## config.mk

```make
export PLATFORM = sky130hd
export DESIGN_NAME = instr_fetch_unit
export DESIGN_NICKNAME = d
export VERILOG_FILES = /design/src/rtl/instr_fetch_unit.sv
export SDC_FILE = /design/constraint.sdc
export NUM_CORES = 1
export LEC_CHECK = 0
export BUFFER_PORTS_ARGS = -buffer_cell sky130_fd_sc_hd__buf_4
export CORE_MARGIN = 2
export CORE_UTILIZATION = 44
export CTS_BUF_LIST = sky130_fd_sc_hd__clkbuf_4 sky130_fd_sc_hd__clkbuf_8 sky130_fd_sc_hd__clkbuf_16
export DETAILED_ROUTE_END_ITERATION = 12
export PLACE_DENSITY = 0.68
export SYNTH_ARGS = -nofsm -noshare
export SYNTH_HDL_FRONTEND = slang
export SYNTH_SLANG_ARGS = --single-unit
```

## constraint.sdc

```tcl
create_clock -name CLK -period 22.9 [get_ports CLK]
set_input_delay 2.29 -clock CLK [delete_from_list [all_inputs] [get_ports CLK]]
set_output_delay 2.29 -clock CLK [all_outputs]
set_load 0.01 [all_outputs]
```

## src/rtl/instr_fetch_unit.sv

```systemverilog
// Instruction fetch stage: boot PC load, single-outstanding imem req/ack, small FIFO, redirect flush/squash.
// Optional FETCH_PERF_EN adds fetch_count (pops) and squash_count (squashed acks + flushed entries).
module instr_fetch_unit #(
  parameter int FIFO_DEPTH = 2,
  parameter int PC_W       = 64
) (
  input  logic            CLK,
  input  logic            resetl,
  input  logic [PC_W-1:0] startpc,
  input  logic [PC_W-1:0] finalpc,
  output logic            imem_req,
  output logic [PC_W-1:0] imem_addr,
  input  logic            imem_ack,
  input  logic [31:0]     imem_rdata,
  input  logic            redirect_valid,
  input  logic [PC_W-1:0] redirect_pc,
  output logic            if_valid,
  input  logic            if_ready,
  output logic [31:0]     if_instr,
  output logic [PC_W-1:0] if_pc,
  output logic [PC_W-1:0] currentpc,
  output logic            halted
`ifdef FETCH_PERF_EN
  ,
  output logic [31:0]     fetch_count,
  output logic [15:0]     squash_count
`endif
);

  localparam int PTR_W = (FIFO_DEPTH > 1) ? $clog2(FIFO_DEPTH) : 1;
  localparam int CNT_W = PTR_W + 1;
  localparam logic [CNT_W-1:0] DEPTH_C = CNT_W'(FIFO_DEPTH);
  localparam logic [PC_W-1:0]  ALIGN_M = ~PC_W'(3);

  typedef enum logic [2:0] {IDLE, BOOT, FETCH, WAIT, HALT} state_t;

  typedef struct packed {
    logic [31:0]     instr;
    logic [PC_W-1:0] pc;
  } fetch_entry_t;

  state_t              state_q, state_d;
  logic [PC_W-1:0]     fpc_q, fpc_d;
  logic [PC_W-1:0]     addr_q, addr_d;
  logic                squash_q, squash_d;
  logic                req_q;
  logic                push, pop, redir, sq_ack;
  logic [PC_W-1:0]     boot_pc, redir_pc;

  fetch_entry_t        mem [FIFO_DEPTH];
  logic [PTR_W-1:0]    wr_q, rd_q;
  logic [CNT_W-1:0]    cnt_q;
  fetch_entry_t        head;

  assign boot_pc  = startpc & ALIGN_M;
  assign redir_pc = redirect_pc & ALIGN_M;

  // Next-state / fetch-PC logic. imem_ack is only meaningful in WAIT, where req is high.
  always_comb begin
    state_d  = state_q;
    fpc_d    = fpc_q;
    addr_d   = addr_q;
    squash_d = squash_q;
    push     = 1'b0;
    redir    = 1'b0;
    sq_ack   = 1'b0;
    case (state_q)
      IDLE: state_d = BOOT;
      BOOT: begin
        fpc_d   = boot_pc;
        state_d = (boot_pc >= finalpc) ? HALT : FETCH;
      end
      FETCH: begin
        if (redirect_valid) begin
          redir = 1'b1;
          fpc_d = redir_pc;
        end else if (fpc_q >= finalpc) begin
          state_d = HALT;
        end else if (cnt_q < DEPTH_C) begin
          state_d = WAIT;
          addr_d  = fpc_q;
        end
      end
      WAIT: begin
        if (redirect_valid) begin
          redir = 1'b1;
          fpc_d = redir_pc;
          // A same-cycle ack retires the request, so no squash is left pending.
          if (imem_ack) begin
            sq_ack   = 1'b1;
            squash_d = 1'b0;
            state_d  = FETCH;
          end else begin
            squash_d = 1'b1;
          end
        end else if (imem_ack) begin
          state_d  = FETCH;
          squash_d = 1'b0;
          if (squash_q) begin
            sq_ack = 1'b1;
          end else begin
            push  = 1'b1;
            fpc_d = fpc_q + PC_W'(4);
          end
        end
      end
      HALT: begin
        if (redirect_valid) begin
          redir = 1'b1;
          fpc_d = redir_pc;
          if (redir_pc < finalpc) state_d = FETCH;
        end
      end
      default: state_d = IDLE;
    endcase
  end

  always_ff @(posedge CLK or negedge resetl) begin
    if (!resetl) begin
      state_q  <= IDLE;
      fpc_q    <= '0;
      addr_q   <= '0;
      squash_q <= 1'b0;
      req_q    <= 1'b0;
    end else begin
      state_q  <= state_d;
      fpc_q    <= fpc_d;
      addr_q   <= addr_d;
      squash_q <= squash_d;
      req_q    <= (state_d == WAIT);
    end
  end

  assign imem_req  = req_q;
  assign imem_addr = addr_q;

  // Instruction FIFO; redirect flushes and swallows any same-cycle pop.
  assign if_valid = (cnt_q != '0);
  assign pop      = if_valid && if_ready && !redir;

  always_ff @(posedge CLK or negedge resetl) begin
    if (!resetl) begin
      wr_q  <= '0;
      rd_q  <= '0;
      cnt_q <= '0;
    end else if (redir) begin
      wr_q  <= '0;
      rd_q  <= '0;
      cnt_q <= '0;
    end else begin
      if (push) wr_q <= wr_q + PTR_W'(1);
      if (pop)  rd_q <= rd_q + PTR_W'(1);
      cnt_q <= cnt_q + CNT_W'(push) - CNT_W'(pop);
    end
  end

  always_ff @(posedge CLK) begin
    if (push && !redir) mem[wr_q] <= {imem_rdata, addr_q};
  end

  assign head      = mem[rd_q];
  assign if_instr  = if_valid ? head.instr : '0;
  assign if_pc     = if_valid ? head.pc    : '0;
  assign currentpc = if_valid ? head.pc    : fpc_q;
  assign halted    = (state_q == HALT) && !if_valid;

`ifdef FETCH_PERF_EN
  logic [16:0] sq_sum;

  always_comb begin
    sq_sum = {1'b0, squash_count} + (redir ? 17'(cnt_q) : 17'd0) + 17'(sq_ack);
  end

  always_ff @(posedge CLK or negedge resetl) begin
    if (!resetl) begin
      fetch_count  <= '0;
      squash_count <= '0;
    end else begin
      if (pop && (fetch_count != '1)) fetch_count <= fetch_count + 32'd1;
      squash_count <= sq_sum[16] ? '1 : sq_sum[15:0];
    end
  end
`endif

endmodule

```

Yosys cells after proc, flatten, opt, wreduce, memory -nomap -nowiden

Memories as Yosys holds them, arrays and structs flattened.
Index checks and enable logic that the tools add are counted.

Add/subtract/negate cells: 5
Magnitude comparators: 4
Eq/ne operators: 8
Multiplexer cells: 32
Bitwise operators: 2
Reductions and logical operators: 17

Operator list:

| cell                                                | number |
|---|---|
| two-way mux 64 bit                                  | 6 |
| case mux 64 bit (3 select lines)                    | 1 |
| greater-or-equal comparator 64 bit                  | 2 |
| adder 64 x 3 -> 64 bit, second input constant       | 1 |
| less-than comparator 64 bit                         | 1 |
| two-way mux 32 bit                                  | 1 |
| two-way mux 3 bit                                   | 7 |
| two-way mux 1 bit                                   | 15 |
| case mux 3 bit (5 select lines)                     | 1 |
| equality test 3 x 2 -> 1 bit, second input constant | 3 |
| AND reduction 4 bit                                 | 2 |
| nonzero test 2 bit                                  | 4 |
| != test 3 bit, second input constant                | 2 |
| logical AND 1 bit                                   | 4 |
| equality test 3 x 1 -> 1 bit, second input constant | 1 |
| equality test 3 bit, second input constant          | 1 |
| logical NOT 3 bit                                   | 1 |
| nonzero test 3 bit                                  | 1 |
| OR reduction 3 bit                                  | 1 |
| adder 1 bit, second input constant                  | 2 |
| adder 2 x 1 -> 2 bit                                | 1 |
| logical NOT 1 bit                                   | 2 |
| less-than comparator 2 bit, second input constant   | 1 |
| two-way mux 2 bit                                   | 1 |
| 5 further kinds                                     | 6 |

Register bits: 137
Memory bits (writable): 192
Bits of input ports: 229
Logic and storage cells: 77
Memories: 1

Memory list:

| memory | depth | bits a word | rd ports | clocked after memory_dff | write ports | RTL line | text |
|---|---|---|---|---|---|---|---|
| mem    | 2     | 96          | 1        | 0                        | 1           | 50       | `fetch_entry_t mem [FIFO_DEPTH];` |

Logic depth before layout (Yosys ltp)

Depth after elaboration: 7
Mapped depth: 11
Depth with buffers taken out: 10

Least setup slack after synthesis

Ideal clock, no wire load.

Kind: in2reg
From: input redirect_valid
To: memory mem[0][10] (netlist name) (enable)
Library setup time: 0.662 ns
Arrival time: 9.428 ns
Data required time: 22.238 ns
Path slack: 12.810 ns
Stages: 5
Path buffers: 2
Cells stage by stage: nor2b_1 > nand2_2 > clkbuf_1 > clkbuf_1 > nor3_1

Cells in the longest elaborated chain, start to end: 6
Elaborated cells between the ends (all ways): 8
Those cells by class: mux (6); reduce/logical (2)

Ends and longest elaborated chain:

| item                                      | RTL line    | text |
|---|---|---|
| from (decl)                               | 15          | `input logic redirect_valid,` |
| two-way mux 1 bit                         | 74, 85, 108 |  |
| two-way mux 1 bit                         | -           |  |
| logical NOT 1 bit                         | 158         | `if (push && !redir) mem[wr_q] <= {imem_rdata, addr_q};` |
| logical AND 1 bit *                       | 158         |  |
| two-way mux 1 bit *                       | 158         |  |
| two-way mux 1 bit (implied by the code) * | 158         |  |
| to (decl)                                 | 50          |  |

Every way passes the cells marked *; elsewhere a longest branch is shown, timed or not.

Final worst setup path

From: register cnt_q[1]
To: output currentpc[29]

Cells in the longest elaborated chain, start to end: 2

Ends and longest elaborated chain:

| item                   | RTL line | text |
|---|---|---|
| from (decl)            | 52       | `logic [CNT_W-1:0] cnt_q;` |
| from (signal assigned) | 153      | `cnt_q <= cnt_q + CNT_W'(push) - CNT_W'(pop);` |
| nonzero test 2 bit     | 138      | `assign if_valid = (cnt_q != '0);` |
| two-way mux 64 bit     | 164      | `assign currentpc = if_valid ? head.pc : fpc_q;` |
| to (decl)              | 21       | `output logic [PC_W-1:0] currentpc,` |

Every way passes these cells.

==> impl_metrics.yaml <==
timing:
  fmax_mhz: 171
  finalHoldViolCount: 0
  min_period_ns: 5.84
  maxSlewViolCount: 0
  finalSetupViolCount: 0
  rsz0062_at_grt: "false"
  slew_headroom: 0.222
  tightest_slew_ns: 1.17
  setup_ws_ns: 17.06
  tns_ns: 0
  timing.final.crit_share: 0.255
  fin_skew_ns: 0.0142
synth:
  ys_types: 71
  async_flop_share: 0.414
  yosys_warnings: 0
  yosysTopAreaCellShare: 0.296
  avgSynthCellArea_um2: 10.4
  synth.most_common_cell: "nor2_1"
  synth_area_mm2: 0.0191
  synth_top_area_cell: "edfxtp_1"
  yosys-top-cells-count: "nor2_1, ha_1, edfxtp_1"
  synth_edf_count: 188
  yosys_most_used_dff: "edfxtp_1"
  synthTopCellsByArea: "edfxtp_1, dfrtp_1, ha_1, mux2i_1, nor2_1"
  ys_ff_latch: 321
  ys_seq_area_frac: 0.470
  postSynthCellCount: 1835
setup_path:
  arrival_ns: 3.55
  cp_num_buf_inv: 4
  endpoint_kind: "output pin"
  path_cells: "nor2_4, buf_4, inv_4, buf_4, a21oi_1, buf_4"
  critical-path-slowest-cell: "buf_4"
  critPathMaxStageDelay_ns: 0.83
  start_kind: "register"
  critPathRequiredTime_ns: 20.61
  cp_max_fo: 95
  crit_top_cell: "buf_4"
  critical_path.top_delay_family: "buffers and inverters"
  critical_path_class: "reg2out"
floorplan:
  start_util: 0.444
  die_x_um: 212
  io_pins: 456
  die-area_mm2: 0.0450
  core_area_mm2: 0.0430
  die_h_um: 212
  rows: 76
clocking:
  path_clk_slew_ns: 0.06
  h-tree-depth: 2
  cts_resized: 0
  cts_hold_buf: 0
  cts_buffers: 37
  clock-sinks: 321
  tritoncts: "done"
  clockBufferDepth: 3
  post_cts_buffers: 0
  cts_root_buffer: "clkbuf_16"
  worstSkewPairLatency_ns: 0.55
detailed_routing:
  final_antenna_net_count: 0
  drtPass1Iterations: 5
  wl_per_cell_um: 21.5
  viasPerCell: 5.79
  wl_mm: 61.3
  drc_errors: 0
  via_count: 16500
  drtIter0Drc: 1470
pwr:
  leakagePower_nw: 10.8
  power_density_mw_per_mm2: 127
  peakVddDrop_uv: 86.3
  total_power_mw: 3.07
grt:
  grt_pass1_vias: 16200
  grt_pass1_wl_mm: 91.6
  grt_antenna_before_repair: 6
  grt_max_degree: 96
  overflow: 0
  track_usage: 0.264
placed_design:
  pre_cts_slack_ns: 16.55
  gp_congestion: 0.907
  dpl.hpwl_mm: 45.6
  portBuffers: 445
layout:
  synthToLayoutAreaGrowth_pct: 27.1
  layout.nets: 2659
  drive_gt1_frac: 0.272
run_status:
  outcome: "finished, final reports clean"
job:
  maxCapViolCount: 0
worst_hold_path:
  hp-class: "reg2reg"
-- state kept, by name, indices dropped and copies added (netlist names) --
| register | flops |
|---|---|
| mem | 188 |
| fpc_q | 62 |
| imem_addr | 62 |
| state_q | 3 |
| cnt_q | 2 |
| imem_req | 1 |
| rd_q | 1 |
| squash_q | 1 |
| wr_q | 1 |
-- per-layer routing --
layer,vias up,track usage,share of wire,routed length [um]
met5,-,0,0.00073,45
met4,6,0.102,0.030,1850
met3,118,0.0496,0.075,4590
met2,684,0.421,0.46,28200
met1,8046,0.359,0.43,26600
li1,7687,-,-,-
-- logic make-up (layout without fill, tap and decap cells) --
kind of cell,after synthesis,in the layout,share of synthesized area
AO/OA/AOI/OAI,467,467,0.151
other,1,9,0.000197
XOR/XNOR,4,4,0.00184
buffers and inverters,180,610,0.0391
adder cells (fa/ha/maj),189,189,0.124
multiplexers,157,157,0.0864
flip-flops,321,321,0.470
AND/OR/NAND/NOR,516,516,0.128
-- stage by stage --
step / cell area, um^2 / cells / util / hold slack (ns)
2_1_floorplan: 19100 / 1840 / - / 0.506
3_3_place_gp: 22900 / 2787 / 0.534 / 0.469
3_5_place_dp: 22900 / 2787 / 0.534 / 0.479
4_1_cts: 24200 / 2855 / 0.564 / 0.493
5_1_grt: 24300 / 2857 / 0.564 / 0.511
6_report: 24300 / 2858 / 0.564 / 0.492
-- final cells by class --
type / count / area, um^2
multi-input combinational: 1339 / 9440
fill: 3698 / 18700
inverter: 77 / 292
timing repair buffer: 465 / 3490
antenna: 3 / 7.51
sequential: 321 / 8980
clock inverter: 18 / 206
clock buffer: 50 / 1100
tap: 585 / 732
-- cell usage in the layout, fill, tap and decap left out, types with 6 or more instances in the layout --
| cell | netlist | final |
|---|---|---|
| buf_4 | 7 | 464 |
| nor2_1 | 237 | 235 |
| ha_1 | 189 | 189 |
| edfxtp_1 | 188 | 188 |
| a21oi_1 | 163 | 161 |
| dfrtp_1 | 133 | 132 |
| o21ai_0 | 120 | 120 |
| nand2_1 | 115 | 115 |
| mux2i_1 | 95 | 95 |
| inv_1 | 76 | 76 |
| mux2_2 | 62 | 62 |
| clkbuf_16 | 0 | 39 |
| nand4_1 | 36 | 36 |
| nand3_1 | 27 | 27 |
| a31oi_1 | 27 | 27 |
| a22o_1 | 27 | 27 |
| nor3_1 | 23 | 22 |
| a221oi_1 | 20 | 20 |
| a22oi_1 | 20 | 20 |
| a21o_1 | 19 | 19 |
| nor4_1 | 17 | 17 |
| and3_1 | 12 | 12 |
| a222oi_1 | 11 | 11 |
| a211oi_1 | 10 | 10 |
| and4_1 | 9 | 9 |
| clkbuf_8 | 2 | 7 |
| o211ai_1 | 6 | 6 |
| o31a_1 | 6 | 6 |
| conb_1 | 1 | 6 |
-- report_power, final --
part	switching [mW]	total [mW]	internal (mW)
Sequential	0.212	0.985	0.773
Combinational	0.815	1.46	0.643
Clock	0.243	0.627	0.384
-- path summary, 6_finish.rpt --
check	startpoint	slack, ns	cells past startpoint	endpoint
hold reg to reg	imem_addr[18]	0.49	0	mem[0][18]
setup reg to reg	fpc_q[25]	18.57	8	imem_addr[37]
setup / recovery	cnt_q[1]	17.06	6	currentpc[29]
hold / removal	imem_addr[18]	0.49	0	mem[0][18]
min in group asynchronous	resetl	1.77	1	imem_addr[20]
max in group asynchronous	resetl	19.71	2	rd_q
Note: power is estimated with default switching activity, not from simulation.
